<file path="config.mk">
export PLATFORM = sky130hd
export DESIGN_NAME = cop_perfcnt
export DESIGN_NICKNAME = d
export VERILOG_FILES = /design/src/rtl/cop_perfcnt.sv
export SDC_FILE = /design/constraint.sdc
export NUM_CORES = 1
export LEC_CHECK = 0
export ABC_CLOCK_PERIOD_IN_PS = 13470
export CORE_AREA = 10 10 174 193
export CTS_CLUSTER_SIZE = 14
export DETAILED_ROUTE_END_ITERATION = 8
export DIE_AREA = 0 0 184 203
export PLACE_DENSITY = 0.79
export SYNTH_ARGS = -nofsm -noshare
export SYNTH_HDL_FRONTEND = slang
export SYNTH_SLANG_ARGS = --single-unit
</file>
<file path="constraint.sdc">
create_clock -name SYSCLK -period 13.47 [get_ports SYSCLK]
set_input_delay 4.041 -clock SYSCLK [delete_from_list [all_inputs] [get_ports SYSCLK]]
set_output_delay 4.041 -clock SYSCLK [all_outputs]
set_load 0.02 [all_outputs]
</file>
<file path="src/rtl/cop_perfcnt.sv">
// Performance-counter coprocessor: a free-running cycle counter plus seven
// event counters, with per-counter enable, freeze-on-overflow, sticky
// overflow status and an active-low overflow condition line to the CPU.
module cop_perfcnt #(
   parameter int CNTW = 32
) (
   input  logic        SYSCLK,
   input  logic        RESET,
   input  logic [4:0]  CRDADDR,
   input  logic        CRDGEN,
   input  logic        CRDCON,
   output logic [31:0] CRDDATA,
   input  logic [4:0]  CWRADDR,
   input  logic        CWRGEN,
   input  logic        CWRCON,
   input  logic [31:0] CWRDATA,
   input  logic        CNTINST,
   input  logic        CNTIMISS,
   input  logic        CNTISTALL,
   input  logic        CNTDMISS,
   input  logic        CNTDSTALL,
   input  logic        CNTDLOAD,
   input  logic        CNTDSTORE,
   output logic        CONDINN
);

   // Counter storage: index 0 is the cycle counter, 1..7 follow the event order.
   logic [CNTW-1:0] cnt [8];
   logic [7:0]      en;
   logic            frz;
   logic [7:0]      ovf;
   logic [7:0]      oie;

   logic [7:0]      evt;
   logic [7:0]      wr_hit;
   logic [7:0]      inc;
   logic [7:0]      wrap;
   logic [7:0]      ovf_clr;
   logic            freeze;

   // Per-counter increment/wrap decode; a general write to a counter suppresses
   // that counter's increment (and therefore its overflow) in the same cycle.
   always_comb begin
      evt     = {CNTDSTORE, CNTDLOAD, CNTDSTALL, CNTDMISS,
                 CNTISTALL, CNTIMISS, CNTINST, 1'b1};
      freeze  = frz & (|ovf);
      wr_hit  = '0;
      inc     = '0;
      wrap    = '0;
      for (int i = 0; i < 8; i++) begin
         wr_hit[i] = CWRGEN && (CWRADDR == 5'(i));
         inc[i]    = en[i] & evt[i] & ~freeze & ~wr_hit[i];
         wrap[i]   = inc[i] && (cnt[i] == {CNTW{1'b1}});
      end
      ovf_clr = (CWRCON && (CWRADDR == 5'd1)) ? CWRDATA[7:0] : 8'h00;
   end

   // Counter update: write has priority over increment; increment wraps to 0.
   always_ff @(posedge SYSCLK or posedge RESET) begin
      if (RESET) begin
         for (int i = 0; i < 8; i++) begin
            cnt[i] <= '0;
         end
      end else begin
         for (int i = 0; i < 8; i++) begin
            if (wr_hit[i]) begin
               cnt[i] <= CWRDATA[CNTW-1:0];
            end else if (inc[i]) begin
               cnt[i] <= cnt[i] + CNTW'(1);
            end
         end
      end
   end

   // Control registers: enable/freeze and condition-enable are plain writes;
   // overflow status is write-1-to-clear with a new overflow taking precedence.
   always_ff @(posedge SYSCLK or posedge RESET) begin
      if (RESET) begin
         en  <= '0;
         frz <= 1'b0;
         ovf <= '0;
         oie <= '0;
      end else begin
         if (CWRCON && (CWRADDR == 5'd0)) begin
            en  <= CWRDATA[7:0];
            frz <= CWRDATA[8];
         end
         if (CWRCON && (CWRADDR == 5'd2)) begin
            oie <= CWRDATA[7:0];
         end
         ovf <= (ovf & ~ovf_clr) | wrap;
      end
   end

   // Zero-latency read mux; general space wins when both strobes are set.
   always_comb begin
      CRDDATA = '0;
      if (CRDGEN) begin
         if (CRDADDR[4:3] == 2'b00) begin
            CRDDATA[CNTW-1:0] = cnt[CRDADDR[2:0]];
         end
      end else if (CRDCON) begin
         case (CRDADDR)
            5'd0:    CRDDATA[8:0] = {frz, en};
            5'd1:    CRDDATA[7:0] = ovf;
            5'd2:    CRDDATA[7:0] = oie;
            default: CRDDATA      = '0;
         endcase
      end
   end

   // Condition line is a pure decode of registered state, so it only moves
   // just after a clock edge.
   assign CONDINN = ~|(ovf & oie);

endmodule
</file>
==> impl_metrics.json <==
{
  "run_status": "finished, final reports clean",
  "ys_types": 52,
  "regToRegStartpoint": "ovf[4]$_DFF_PP0_",
  "vias": 15250,
  "regToRegSetupSlack_ps": 9730,
  "h-tree-depth": 1,
  "dp_slack_ps": 2618,
  "synth-adder-area-share_pct": 0.5720,
  "die_width_um": 184,
  "grt_start_max_net_pins": 150,
  "finalSetupTns_ps": 0,
  "setup.worst_path.end": "CRDDATA[27]",
  "cts_resized": 0,
  "dieArea_um2": 37350,
  "clock_latency_ps": 580,
  "rr_endpoint": "cnt[93]$_DFFE_PP0P_",
  "synth-seq-cells": 281,
  "hold_violations": 0,
  "initial_core_util_pct": 59.52,
  "pwr-share-comb_pct": 24.7,
  "start_kind": "primary input",
  "track_usage_pct": 30.96,
  "final_nets": 1952,
  "worst_slew_pin_slew_ps": 1355,
  "synth_cells": 1872,
  "numCtsBuffers": 31,
  "max-vdd-ir-drop_mv": 0.1316,
  "crit_start": "CRDADDR[0]",
  "synth_simple_gate_area_share_pct": 22.80,
  "worst_path_most_repeated_cell": "buf_4",
  "rsz0062_at_grt": "false",
  "clock_power_share_pct": 28.9,
  "place_congestion": 0.9948,
  "wl_per_cell_um": 25.57,
  "grt_remaining_overflow": 0,
  "p_leak_nw": 7.535,
  "drt_wl_total_um": 58440,
  "worstPathRequired_ps": 9430,
  "finalSetupViolCount": 0,
  "postSynthAreaPerCell_um2": 9.347,
  "post_cts_buffers": 0,
  "critPathMaxStageDelay_ps": 690,
  "viasPerCell": 6.676,
  "ys_warn_count": 0,
  "synth_edf_count": 0,
  "clock_sinks": 281,
  "num_io_pins": 88,
  "path_cells": "buf_4 -> buf_4 -> mux4_2 -> mux2i_1 -> nor2_1 -> clkdlybuf4s50_1",
  "grt_pass1_wl_um": 89480,
  "synthToLayoutAreaGrowth_pct": 12.11,
  "skew_ps": 12.73,
  "ys_seq_area_share_pct": 40.19,
  "rows": 66,
  "drc": 0,
  "dr.first_iter.drc_count": 2025,
  "internal-power_mw": 2.068,
  "synthesis.area_um2": 17500,
  "drive_above_1_share_pct": 10.99,
  "maxCapViolCount": 0,
  "ys.flop_type": "dfrtp_1",
  "path_max_fanout": 40,
  "antenna_found_initial": 1,
  "worstHoldPathType": "reg2reg",
  "portBuffers": 87,
  "synth_compound_area_share_pct": 8.159,
  "die_y_um": 203,
  "grt_pass1_vias": 14910,
  "critPathArrivalTime_ps": 6770,
  "postRouteAntennaNets": 0,
  "cp-end-kind": "output pin",
  "first_pass_iters": 7,
  "slew_headroom_pct": 8.982,
  "clk_path_buf_depth": 3,
  "syn-num-nets": 1935,
  "min_period_over_period_pct": 80.24,
  "detailed_place_hpwl_um": 41250,
  "cp_slowest_cell": "buf_4",
  "powerDensity_nw_per_um2": 161.6,
  "power_frac_seq_pct": 46.4,
  "synth-xor-area-share_pct": 12.21,
  "clkTransAtPathRegs_ps": 60,
  "async_flop_share_pct": 100.0,
  "synth_top_family_by_area": "simple AND/OR/NAND/NOR gates",
  "swShare_pct": 34.78,
  "slew_violations": 0,
  "ctsHoldBuffers": 0,
  "cts_root_buf": "clkbuf_16",
  "total_power_mw": 3.171,
  "yosys-mux-area-fraction_pct": 12.78,
  "fmax_mhz": 92.52,
  "setup_ws_ps": 2662,
  "core_um2": 29400,
  "post-route-min-period_ps": 10810,
  "reg2reg_depth": 7,
  "p_sw_mw": 1.103,
  "crit_type": "in2out",
  "cts_tree": "yes"
}
==> final cells by class <==
class	count	area [um2]
clock buffer	47	955.9
clock inverter	7	137.6
tap	374	467.9
sequential	281	7032
inverter	16	67.56
timing repair buffer	107	1021
multi-input combinational	1452	9933
antenna	1	2.502
fill	2343	9781
==> registers in the layout, summed over array words and instances, names as in the netlist <==
register / count
oie: 8
cnt: 256
en: 8
ovf: 8
frz: 1
==> metal layers <==
metal	GRT usage (%)	vias to the layer above	part of all wire (%)
li1	-	6663	-
met1	39.88	7507	38
met2	48.64	881	46
met3	7.358	201	11
met4	13.83	2	4.9
met5	0	-	0.027
==> through the flow <==
step / instances / instance area [um2] / utilization (%) / hold WS [ps]
CTS: 2284 / 19620 / 66.72 / 545.7
detailed placement: 2230 / 18520 / 63.00 / 528.7
finish: 2285 / 19620 / 66.73 / 549.5
global route: 2284 / 19620 / 66.72 / 587.6
floorplan: 1872 / 17500 / - / 479.8
global placement: 2230 / 18520 / 63.00 / 522.9
==> worst min path at each step <==
stage | start | end | slack [ps] | cells after the start
6_report | en[5]$_DFFE_PP0P_ | en[5]$_DFFE_PP0P_ | 550 | 1
3_3_place_gp | en[5]$_DFFE_PP0P_ | en[5]$_DFFE_PP0P_ | 520 | 1
3_5_place_dp | en[5]$_DFFE_PP0P_ | en[5]$_DFFE_PP0P_ | 530 | 1
4_1_cts | en[5]$_DFFE_PP0P_ | en[5]$_DFFE_PP0P_ | 550 | 1
2_1_floorplan | ovf[7]$_DFF_PP0_ | ovf[7]$_DFF_PP0_ | 480 | 2
5_1_grt | en[4]$_DFFE_PP0P_ | en[4]$_DFFE_PP0P_ | 590 | 1
==> logic make-up (layout without fill, tap and decap cells) <==
group / count (synthesis) / after routing
xor+xnor: 244 / 244
buf+inv: 139 / 177
fa+ha+maj: 8 / 8
other cells: 0 / 1
mux: 139 / 139
simple gates: 790 / 790
compound gates: 271 / 271
flops: 281 / 281
==> cell usage after synthesis, types with 4 or more instances <==
library cell    n  area (um2)
nand2_1       122       457.9
nand3_1        90       450.4
buf_1          18       67.56
o21ai_0        10       50.05
clkbuf_2       22       110.1
a31oi_1         4       25.02
nor2_1        317        1190
xor2_1        123        1077
xnor2_1       121        1060
or4_1           4       30.03
nor4b_1         6       52.55
and3_1         50       312.8
a222oi_1        8       80.08
a21oi_1       234        1171
and2_1          9       56.30
nor3_1         24       120.1
mux4_2         64        1441
nor4_1         11       68.82
dfrtp_1       281        7032
mux2_2         35       394.1
inv_1          16       60.06
or3_1           7       43.79
mux2i_1        40       400.4
a22oi_1         4       30.03
or2_2           5       31.28
ha_1            8       100.1
clkbuf_1       73       274.0
and4_1         33       289.0
o22ai_1         8       50.05
buf_2           7       35.03
nand4_1        74       462.9
nor3_2         10       100.1
nor4_2          5       62.56
==> cell usage in the layout (no fill, tap or decap), types with 15 or more instances in the layout <==
cell type and instances:
buf_4 20, nand4_1 74, nor3_1 24, inv_1 15, mux2i_1 40, nand2_1 116
dfrtp_1 281, xnor2_1 121, xor2_1 123, a21oi_1 234, nor2_1 317, and3_1 50
nand3_1 88, and4_1 33, clkbuf_16 31, clkdlybuf4s50_1 84, mux2_2 35, mux4_2 64
==> power groups by stage <==
stage | clock, mW | sequential [mW] | combinational (mW)
after global placement | 0 | 1.45 | 0.740
final | 0.918 | 1.47 | 0.783
after floorplan | 0 | 1.31 | 0.617
after global routing | 0.952 | 1.49 | 0.856
after CTS | 0.917 | 1.45 | 0.777
after detailed placement | 0 | 1.46 | 0.771
==> critical path: cells and delay by family <==
family / cells / cell delay [ps]
buffers and inverters: 3 / 1680
multiplexers: 2 / 900
AND/OR/NAND/NOR: 1 / 80
(Power assumes the default switching activity.)
